--- src/rtl/pause_dim_ctrl_pkg.sv ---
// Shared types and width helpers for the pause / screen-dim controller.
// Latency: n/a (types and constant functions only).
// Backpressure: n/a.
package pause_dim_pkg;

  // Dim behaviour selected by the core's OSD menu; encoding 3 is reserved and acts as off.
  typedef enum logic [1:0] {
    DIM_OFF     = 2'd0,
    DIM_INSTANT = 2'd1,
    DIM_FADE    = 2'd2
  } dim_mode_e;

  // Dim sequencing states.
  typedef enum logic [1:0] {
    RUN     = 2'd0,
    WAIT    = 2'd1,
    DIMMING = 2'd2,
    DIMMED  = 2'd3
  } dim_state_e;

  // Bits needed to hold a shift amount in 0..max_shift.
  function automatic int level_w(input int max_shift);
    return (max_shift < 1) ? 1 : $clog2(max_shift + 1);
  endfunction

  // Bits needed for a frame counter that runs 0..step_frames-1.
  function automatic int frame_cnt_w(input int step_frames);
    return (step_frames <= 2) ? 1 : $clog2(step_frames);
  endfunction

endpackage

--- src/rtl/rgb_dim_stage.sv ---
// Pixel output register: right-shifts each colour channel by the dim level and delays timing alongside.
// Latency: 1 ce_pix for RGB and hbl/vbl/hs/vs alike.
// Backpressure: none; with ce_pix low every output holds its last value.
module rgb_dim_stage #(
  parameter int CW  = 4,
  parameter int NCH = 3,
  parameter int LW  = 2
) (
  input  logic              clk_i,
  input  logic              reset_i,
  input  logic              ce_pix_i,
  input  logic [LW-1:0]     shift_i,
  input  logic [NCH*CW-1:0] rgb_i,
  input  logic              hbl_i,
  input  logic              vbl_i,
  input  logic              hs_i,
  input  logic              vs_i,
  output logic [NCH*CW-1:0] rgb_o,
  output logic              hbl_o,
  output logic              vbl_o,
  output logic              hs_o,
  output logic              vs_o
);

  logic [NCH*CW-1:0] rgb_d;
  logic [NCH*CW-1:0] rgb_q;
  logic              hbl_q;
  logic              vbl_q;
  logic              hs_q;
  logic              vs_q;

  // Logical right shift per channel; blanking is passed through untouched and never zeroes RGB.
  always_comb begin
    rgb_d = '0;
    for (int i = 0; i < NCH; i++) begin
      rgb_d[i*CW +: CW] = rgb_i[i*CW +: CW] >> shift_i;
    end
  end

  // Single pixel-enable register stage keeps RGB and timing aligned.
  always_ff @(posedge clk_i) begin
    if (reset_i) begin
      rgb_q <= '0;
      hbl_q <= 1'b0;
      vbl_q <= 1'b0;
      hs_q  <= 1'b0;
      vs_q  <= 1'b0;
    end else if (ce_pix_i) begin
      rgb_q <= rgb_d;
      hbl_q <= hbl_i;
      vbl_q <= vbl_i;
      hs_q  <= hs_i;
      vs_q  <= vs_i;
    end
  end

  assign rgb_o = rgb_q;
  assign hbl_o = hbl_q;
  assign vbl_o = vbl_q;
  assign hs_o  = hs_q;
  assign vs_o  = vs_q;

endmodule

--- src/rtl/pause_dim_ctrl.sv ---
// Merges user/external/OSD pause sources into one core pause and dims the picture after a long user pause.
// Latency: pause 1 cycle after its sources, user toggle 2 cycles after a button press, video 1 ce_pix.
// Backpressure: none; video holds while ce_pix is low, dim level only moves on vblank rising edges.
module pause_dim_ctrl
  import pause_dim_pkg::*;
#(
  parameter int CW          = 4,
  parameter int NCH         = 3,
  parameter int NREQ        = 2,
  parameter int TW          = 32,
  parameter int DIM_CYCLES  = 480000000,
  parameter int MAX_SHIFT   = 2,
  parameter int STEP_FRAMES = 8
) (
  input  logic                                clk_sys,
  input  logic                                reset,
  input  logic                                pause_btn,
  input  logic [NREQ-1:0]                     pause_req,
  input  logic                                osd_open,
  input  logic                                osd_pause_en,
  input  logic [1:0]                          dim_mode,
  input  logic                                ce_pix,
  input  logic [NCH*CW-1:0]                   rgb_in,
  input  logic                                hbl_in,
  input  logic                                vbl_in,
  input  logic                                hs_in,
  input  logic                                vs_in,
  output logic [NCH*CW-1:0]                   rgb_out,
  output logic                                hbl,
  output logic                                vbl,
  output logic                                hs,
  output logic                                vs,
  output logic                                pause,
  output logic                                user_paused,
  output logic [level_w(MAX_SHIFT)-1:0]       dim_level
);

  localparam int LW = level_w(MAX_SHIFT);
  localparam int FW = frame_cnt_w(STEP_FRAMES);

  localparam logic [TW-1:0] DIM_MAX    = TW'(DIM_CYCLES);
  localparam logic [LW-1:0] MAX_LVL    = LW'(MAX_SHIFT);
  localparam logic [FW-1:0] FCNT_LAST  = FW'(STEP_FRAMES - 1);

  logic          btn_q;
  logic          btn_prev_q;
  logic          btn_rise;
  logic          up_q;
  logic          up_d;
  logic          pause_q;
  logic          pause_d;
  logic [TW-1:0] timer_q;
  logic [TW-1:0] timer_d;
  dim_state_e    state_q;
  dim_state_e    state_d;
  logic [LW-1:0] level_q;
  logic [LW-1:0] level_d;
  logic [LW-1:0] level_inc;
  logic [FW-1:0] fcnt_q;
  logic [FW-1:0] fcnt_d;
  logic          vbl_prev_q;
  logic          vbl_rise;
  dim_mode_e     mode;
  logic          dim_active;

  assign mode       = dim_mode_e'(dim_mode);
  assign dim_active = (mode == DIM_INSTANT) || (mode == DIM_FADE);
  assign btn_rise   = btn_q & ~btn_prev_q;
  assign vbl_rise   = vbl_in & ~vbl_prev_q;
  assign level_inc  = level_q + 1'b1;

  // Button toggle and merged pause request; pause sees the registered toggle, so it trails by one cycle.
  always_comb begin
    up_d    = up_q ^ btn_rise;
    pause_d = up_q | (|pause_req) | (osd_open & osd_pause_en);
  end

  // Idle timer: counts only while user-paused, saturates, and clears on the same edge the toggle drops.
  always_comb begin
    timer_d = timer_q;
    if (!up_d) begin
      timer_d = '0;
    end else if (up_q && (timer_q != DIM_MAX)) begin
      timer_d = timer_q + 1'b1;
    end
  end

  // Dim sequencer: level steps only on vblank rises; un-pausing overrides everything immediately.
  always_comb begin
    state_d = state_q;
    level_d = level_q;
    fcnt_d  = fcnt_q;
    case (state_q)
      RUN: begin
        if (up_q) state_d = WAIT;
      end
      WAIT: begin
        if ((timer_q == DIM_MAX) && dim_active) state_d = DIMMING;
      end
      DIMMING: begin
        if (vbl_rise) begin
          if (!dim_active) begin
            level_d = '0;
            fcnt_d  = '0;
            state_d = WAIT;
          end else if (mode == DIM_INSTANT) begin
            level_d = MAX_LVL;
            state_d = DIMMED;
          end else begin
            // Step on the first edge of each STEP_FRAMES-edge group.
            if (fcnt_q == '0) begin
              level_d = level_inc;
              if (level_inc == MAX_LVL) state_d = DIMMED;
            end
            fcnt_d = (fcnt_q == FCNT_LAST) ? '0 : fcnt_q + 1'b1;
          end
        end
      end
      DIMMED: begin
        if (vbl_rise && !dim_active) begin
          level_d = '0;
          fcnt_d  = '0;
          state_d = WAIT;
        end
      end
      default: state_d = RUN;
    endcase
    if (!up_d) begin
      state_d = RUN;
      level_d = '0;
      fcnt_d  = '0;
    end
  end

  // Control state registers.
  always_ff @(posedge clk_sys) begin
    if (reset) begin
      btn_q      <= 1'b0;
      btn_prev_q <= 1'b0;
      up_q       <= 1'b0;
      pause_q    <= 1'b0;
      timer_q    <= '0;
      state_q    <= RUN;
      level_q    <= '0;
      fcnt_q     <= '0;
      vbl_prev_q <= 1'b0;
    end else begin
      btn_q      <= pause_btn;
      btn_prev_q <= btn_q;
      up_q       <= up_d;
      pause_q    <= pause_d;
      timer_q    <= timer_d;
      state_q    <= state_d;
      level_q    <= level_d;
      fcnt_q     <= fcnt_d;
      vbl_prev_q <= vbl_in;
    end
  end

  assign pause       = pause_q;
  assign user_paused = up_q;
  assign dim_level   = level_q;

  rgb_dim_stage #(
    .CW  (CW),
    .NCH (NCH),
    .LW  (LW)
  ) u_dim_stage (
    .clk_i    (clk_sys),
    .reset_i  (reset),
    .ce_pix_i (ce_pix),
    .shift_i  (level_q),
    .rgb_i    (rgb_in),
    .hbl_i    (hbl_in),
    .vbl_i    (vbl_in),
    .hs_i     (hs_in),
    .vs_i     (vs_in),
    .rgb_o    (rgb_out),
    .hbl_o    (hbl),
    .vbl_o    (vbl),
    .hs_o     (hs),
    .vs_o     (vs)
  );

endmodule

--- config.mk ---
export PLATFORM = sky130hd
export DESIGN_NAME = pause_dim_ctrl
export DESIGN_NICKNAME = d
export VERILOG_FILES = /design/src/rtl/pause_dim_ctrl_pkg.sv /design/src/rtl/rgb_dim_stage.sv /design/src/rtl/pause_dim_ctrl.sv
export SDC_FILE = /design/constraint.sdc
export NUM_CORES = 1
export LEC_CHECK = 0
export BUFFER_PORTS_ARGS = -buffer_cell sky130_fd_sc_hd__buf_2
export CORE_MARGIN = 2
export CORE_UTILIZATION = 50
export DETAILED_ROUTE_END_ITERATION = 7
export GPL_TIMING_DRIVEN = 0
export PLACE_DENSITY = 0.71
export SLEW_MARGIN = 20
export SYNTH_ARGS = -nofsm -noshare
export SYNTH_HDL_FRONTEND = slang
export SYNTH_HIERARCHICAL = 1
export SYNTH_SLANG_ARGS = --single-unit
--- constraint.sdc ---
create_clock -name clk_sys -period 1.9 [get_ports clk_sys]
set_input_delay 0.095 -clock clk_sys [delete_from_list [all_inputs] [get_ports clk_sys]]
set_output_delay 0.095 -clock clk_sys [all_outputs]
set_load 0.02 [all_outputs]
# [Word level (Yosys, flattened, before mapping)]
# Cells that the tools add are included.
[word_totals] regBits=60 output_inout_bits=20 wordCells=79
[op_classes] addsub=3 n_eq_ne=16 n_shift=3 mux=21 bitwise_logic=9 n_reduce_logical=13
[op_table] operator="$add 32x1->32 const B" n=1
[op_table] operator="$eq 32x29->1 const B" n=1
[op_table] operator="$ne 32x29->1 const B" n=1
[op_table] operator="$mux 2" n=13
[op_table] operator="$mux 3" n=5
[op_table] operator="$shr 4x2->4" n=3
[op_table] operator="$eq 2x2->1 const B" n=4
[op_table] operator="$ne 2x2->1 const B" n=4
[op_table] operator="$ne 4x4->1 const B" n=2
[op_table] operator="$pmux 2 s4" n=1
[op_table] operator="$reduce_and 4->1" n=2
[op_table] operator="$pmux 3 s2" n=1
[op_table] operator="$reduce_and 6->1" n=1
[op_table] operator="$eq 2x1->1 const B" n=2
[op_table] operator="$pmux 2 s2" n=1
[op_table] operator="$reduce_or 2->1" n=2
[op_table] operator="$add 3x1->3 const B" n=1
[op_table] operator="$and 1x1->1" n=3
[op_table] operator="$eq 3x3->1 const B" n=1
[op_table] operator="$logic_and 1x1->1" n=3
[op_table] operator="$logic_not 3->1" n=1
[op_table] operator="$ne 3x3->1 const B" n=1
[op_table] operator="$not 1->1" n=3
[op_table] operator="$add 2x1->2 const B" n=1
[op_table] operator="6 further kinds" n=7

# [Depth between registers and ports, before layout]
[logic_depth] ltp_word=8 depth_mapped=8 ltp_nobuf=7

# [Hierarchy]
# The synthesis kept the hierarchy.
[by_module_without_submodules] mod="pause_dim_ctrl" n_inst=1 cells_per_inst=272 area_each_um2=2336.0 seq_area_each_um2=880.8
[by_module_without_submodules] mod="rgb_dim_stage" n_inst=1 cells_per_inst=76 area_each_um2=759.5 seq_area_each_um2=320.3

# [Worst setup path before layout]
# No wires, ideal clock.
[synth_path] path_kind="reg2reg" startpoint="reg up_q (netlist: user_paused)" endpoint="reg timer_q[27]" t_arrival_ps=1773 t_required_ps=1830 setup_slack_ps=57 path_stages_with_launch=7 period_less_slack_ps=1843 path_cell_list="dfxtp_1 buf_4 inv_1 nor2_1 nand4_4 or4_1 a21oi_1"
[synth_via] elab_chain_cells=3 elab_cells_between_ends=4 classes_between="bitwise (2); reduce/logical (2)"
[synth_lines] element="start, declared" line_no="pause_dim_ctrl.sv:48" text="logic up_q;"
[synth_lines] element="start signal, assigned" line_no="pause_dim_ctrl.sv:150" text="up_q <= up_d;"
[synth_lines] element="$xor 1x1->1" line_no="pause_dim_ctrl.sv:74" text="up_d = up_q ^ btn_rise;"
[synth_lines] element="$not 1->1 (no line)"
[synth_lines] element="$reduce_or 2->1 (no line)"
[synth_lines] element="end signal, assigned" line_no="pause_dim_ctrl.sv:152" text="timer_q <= timer_d;"
[synth_lines] element="end, declared" line_no="pause_dim_ctrl.sv:52" text="logic [TW-1:0] timer_q;"
# Several ways; a longest one is shown, not always the timed one.
# A chain may end at the register's enable or synchronous reset.

# [Final worst setup path]
[layout_path] startpoint="reg timer_q[3]" endpoint="reg timer_q[27]"
[layout_via] elab_chain_cells=2 elab_cells_between_ends=3 classes_between="add/sub (1); eq/ne (1); reduce/logical (1)"
[layout_lines] element="parallel branches: the longest is 2 deep, another holds $add 32x1->32"
# Parallel ways; which one is timed is not known.

==> flow_summary.ini <==
[yosys]
yosysWarnings = 6
synth.net_count = 388
ys_ff_latch = 60
synth_edf_count = 0
synthCells = 348
syn_area_um2 = 3095
async_reset_ff_share_pct = 0
synth.distinct_cells = 53
synthFlopType = dfxtp_1
yosysTopAreaCell = dfxtp_1
ys_seq_area_share_pct = 38.80
syn_area_per_cell_um2 = 8.895
synth_top_area_share_pct = 38.80
synthTopCellsByArea = dfxtp_1, ha_1, nor2_1

[timing]
hold_viol_final = 0
drv_slew = 0
hold_ws_ns = 0.009246
slew_headroom_pct = 65.88
setup_viol = 0
period_needed_ns = 1.878
fin_skew_ns = 0.006377
fin_crit_sh_pct = 98.84
clock.fmax_ghz = 0.5325
rsz0062_at_grt = yes
worst_slew_pin_slew_ns = 0.5118

[drt]
avgViaCountPerCell = 5.488
drt_iter0_drc = 151
ant_nets = 0
vias = 2667
drt-total-wl_mm = 6.817
wl_per_cell_um = 14.03
drt-pass1-iter-count = 4
drc = 0

[worst_setup_path]
cp_max_fo = 9
arrival_ns = 2.15
crit_type = reg2reg
crit_path_end_kind = register
cp.required_ns = 2.17
cp-start-kind = register

[clock_network]
clock_sinks = 60
numCtsBuffers = 9
cts_root_buf = clkbuf_8
clk_latency_ns = 0.34
cts-htree-levels = 3
clock_path_buffers = 2
cts_tree = built
clk_pin_slew_ns = 0.07

[power_and_ir_drop]
leakage_nw = 1.455
p_per_area_nw_per_um2 = 717.7
power_w = 0.002647
irDropWorstVdd_mv = 0.6722

[floorplan]
pin_count = 46
rows = 28
dieArea_um2 = 6836
die_w_um = 82.68
start_util_pct = 51.97
core_um2 = 5956
dieHeight_um = 82.68

[global_routing]
grt_max_degree = 11
grt_pass1_vias = 2413
grt-ovfl-total = 0
grt_use_total_pct = 21.48
antenna_found_initial = 0
grt_pass1_wl_mm = 11.01

[run]
cap_violations = 0

[finish]
insertedDiodeCount = 0
syn_to_final_growth_pct = 19.16
nNetsFinal = 449
fillCellCount = 535
drive_above_1_share_pct = 23.36

[placed_design]
place.gp.congestion = 0.7958
numPortBuffers = 45
dp_hpwl_mm = 5.007

[outcome]
status = finished clean

[worst_hold_path]
worst_hold_path_type = in2reg
-- report_power, final --
group / leakage (nW) / switching (W) / internal (W)
Clock: 0.0939 / 0.000476 / 0.000614
Sequential: 0.489 / 0.0000134 / 0.00129
Combinational: 0.872 / 0.000149 / 0.000108
-- layer usage --
metal | part of all wire (%) | up-vias | GRT usage (%)
met1 | 47 | 1263 | 26.36
met3 | 3.7 | 11 | 7.283
met2 | 48 | 44 | 35.08
met5 | 0 | - | 0
li1 | - | 1349 | -
met4 | 1.6 | 0 | 7.541
-- path summary, 6_finish.rpt --
path	from	end	slack, ns	depth (start not counted)
worst max-delay path	timer_q[3]$_SDFFE_PP0P_	timer_q[27]$_SDFFE_PP0P_	0.02	6
worst min-delay path	hs_in	u_dim_stage/hs_o$_SDFFE_PP0P_	0.009	3
worst max register to register	timer_q[3]$_SDFFE_PP0P_	timer_q[27]$_SDFFE_PP0P_	0.02	6
worst min register to register	btn_q$_SDFF_PP0_	btn_prev_q$_SDFF_PP0_	0.47	1
-- cell usage after synthesis, types with 8 or more instances --
cell type	count
dfxtp_1	60
nor2_1	46
a21oi_1	20
nand2_1	17
mux2i_1	16
inv_1	15
ha_1	14
nand4_1	12
nor2b_1	12
o21ai_0	12
nand3_1	11
xnor2_1	9
xor2_1	9
or3_1	8
-- final cells by class --
type	count	area, um^2	share of cell area (%)
clock inverters	3	40.04	1.085
flip-flops and latches	60	1205	32.67
multi-input cells	257	1775	48.13
repair buffers	52	292.8	7.938
plain buffers	14	87.58	2.374
well taps	75	93.84	2.544
clock buffers	10	137.6	3.731
inverters	15	56.30	1.526
-- kinds of logic (layout without fill, tap and decap cells) --
logic type                 count (synthesis)  after routing  share of synthesized area [%]
buffers and inverters                     31             94                          4.890
AOI/OAI and AO/OA                         49             49                          9.378
muxes                                     22             22                          8.448
DFF                                       60             60                          38.80
adders and majority gates                 14             14                          5.659
and+or+nand+nor                          154            154                          27.73
xor gates and xnor gates                  18             18                          5.093
-- state kept, by name (all words and copies together), names as in the netlist, 2 cells and up --
name and cells:
state_q 2, u_dim_stage/rgb_o 12, dim_level 2, fcnt_q 3, timer_q 32
-- stage by stage --
step | setup slack [ns] | TNS [ns] | util, % | cell area, um^2 | cells
floorplan | 0.05745 | 0 | - | 3095 | 348
CTS | 0.007853 | 0 | 61.32 | 3652 | 486
global route | -0.02963 | -0.05454 | 61.93 | 3689 | 486
global placement | -0.05163 | -0.08504 | 57.33 | 3415 | 468
detailed placement | -0.1052 | -0.1532 | 57.33 | 3415 | 468
finish | 0.02197 | 0 | 61.93 | 3689 | 486
-- timing repair --
| action | CTS | global route |
|---|---|---|
| hold endpoints to repair | 6 | 0 |
| hold buffers | 6 | 0 |
| pin swaps | 0 | 1 |
| gates resized for setup | 2 | 11 |
| endpoints found under the setup margin | 6 | 10 |
| setup buffers | 0 | 1 |
-- worst max-delay path, cell delays in order (launching register included) --
cell     delay [ns]
dfxtp_1        0.31
buf_4          0.14
and4_4         0.26
and3_4         0.25
nand4_4        0.17
or4_4          0.51
a21oi_1        0.16
-- placed cells by master (no fill, tap or decap), types with 4 or more instances in the layout --
cell type and instances:
xor2_1 9, mux2i_1 16, dfxtp_1 57, nand3_1 11, nor4b_1 4, nand4_1 12, or3_1 8, o21ai_0 12
nand2_1 17, nor2b_1 12, dlygate4sd3_1 6, nor4_1 5, inv_1 15, clkbuf_8 10, nor3_1 6, clkbuf_1 5
buf_2 48, ha_1 13, nor2_1 44, a21oi_1 20, xnor2_1 9
Power figures use the tool's default switching activity.
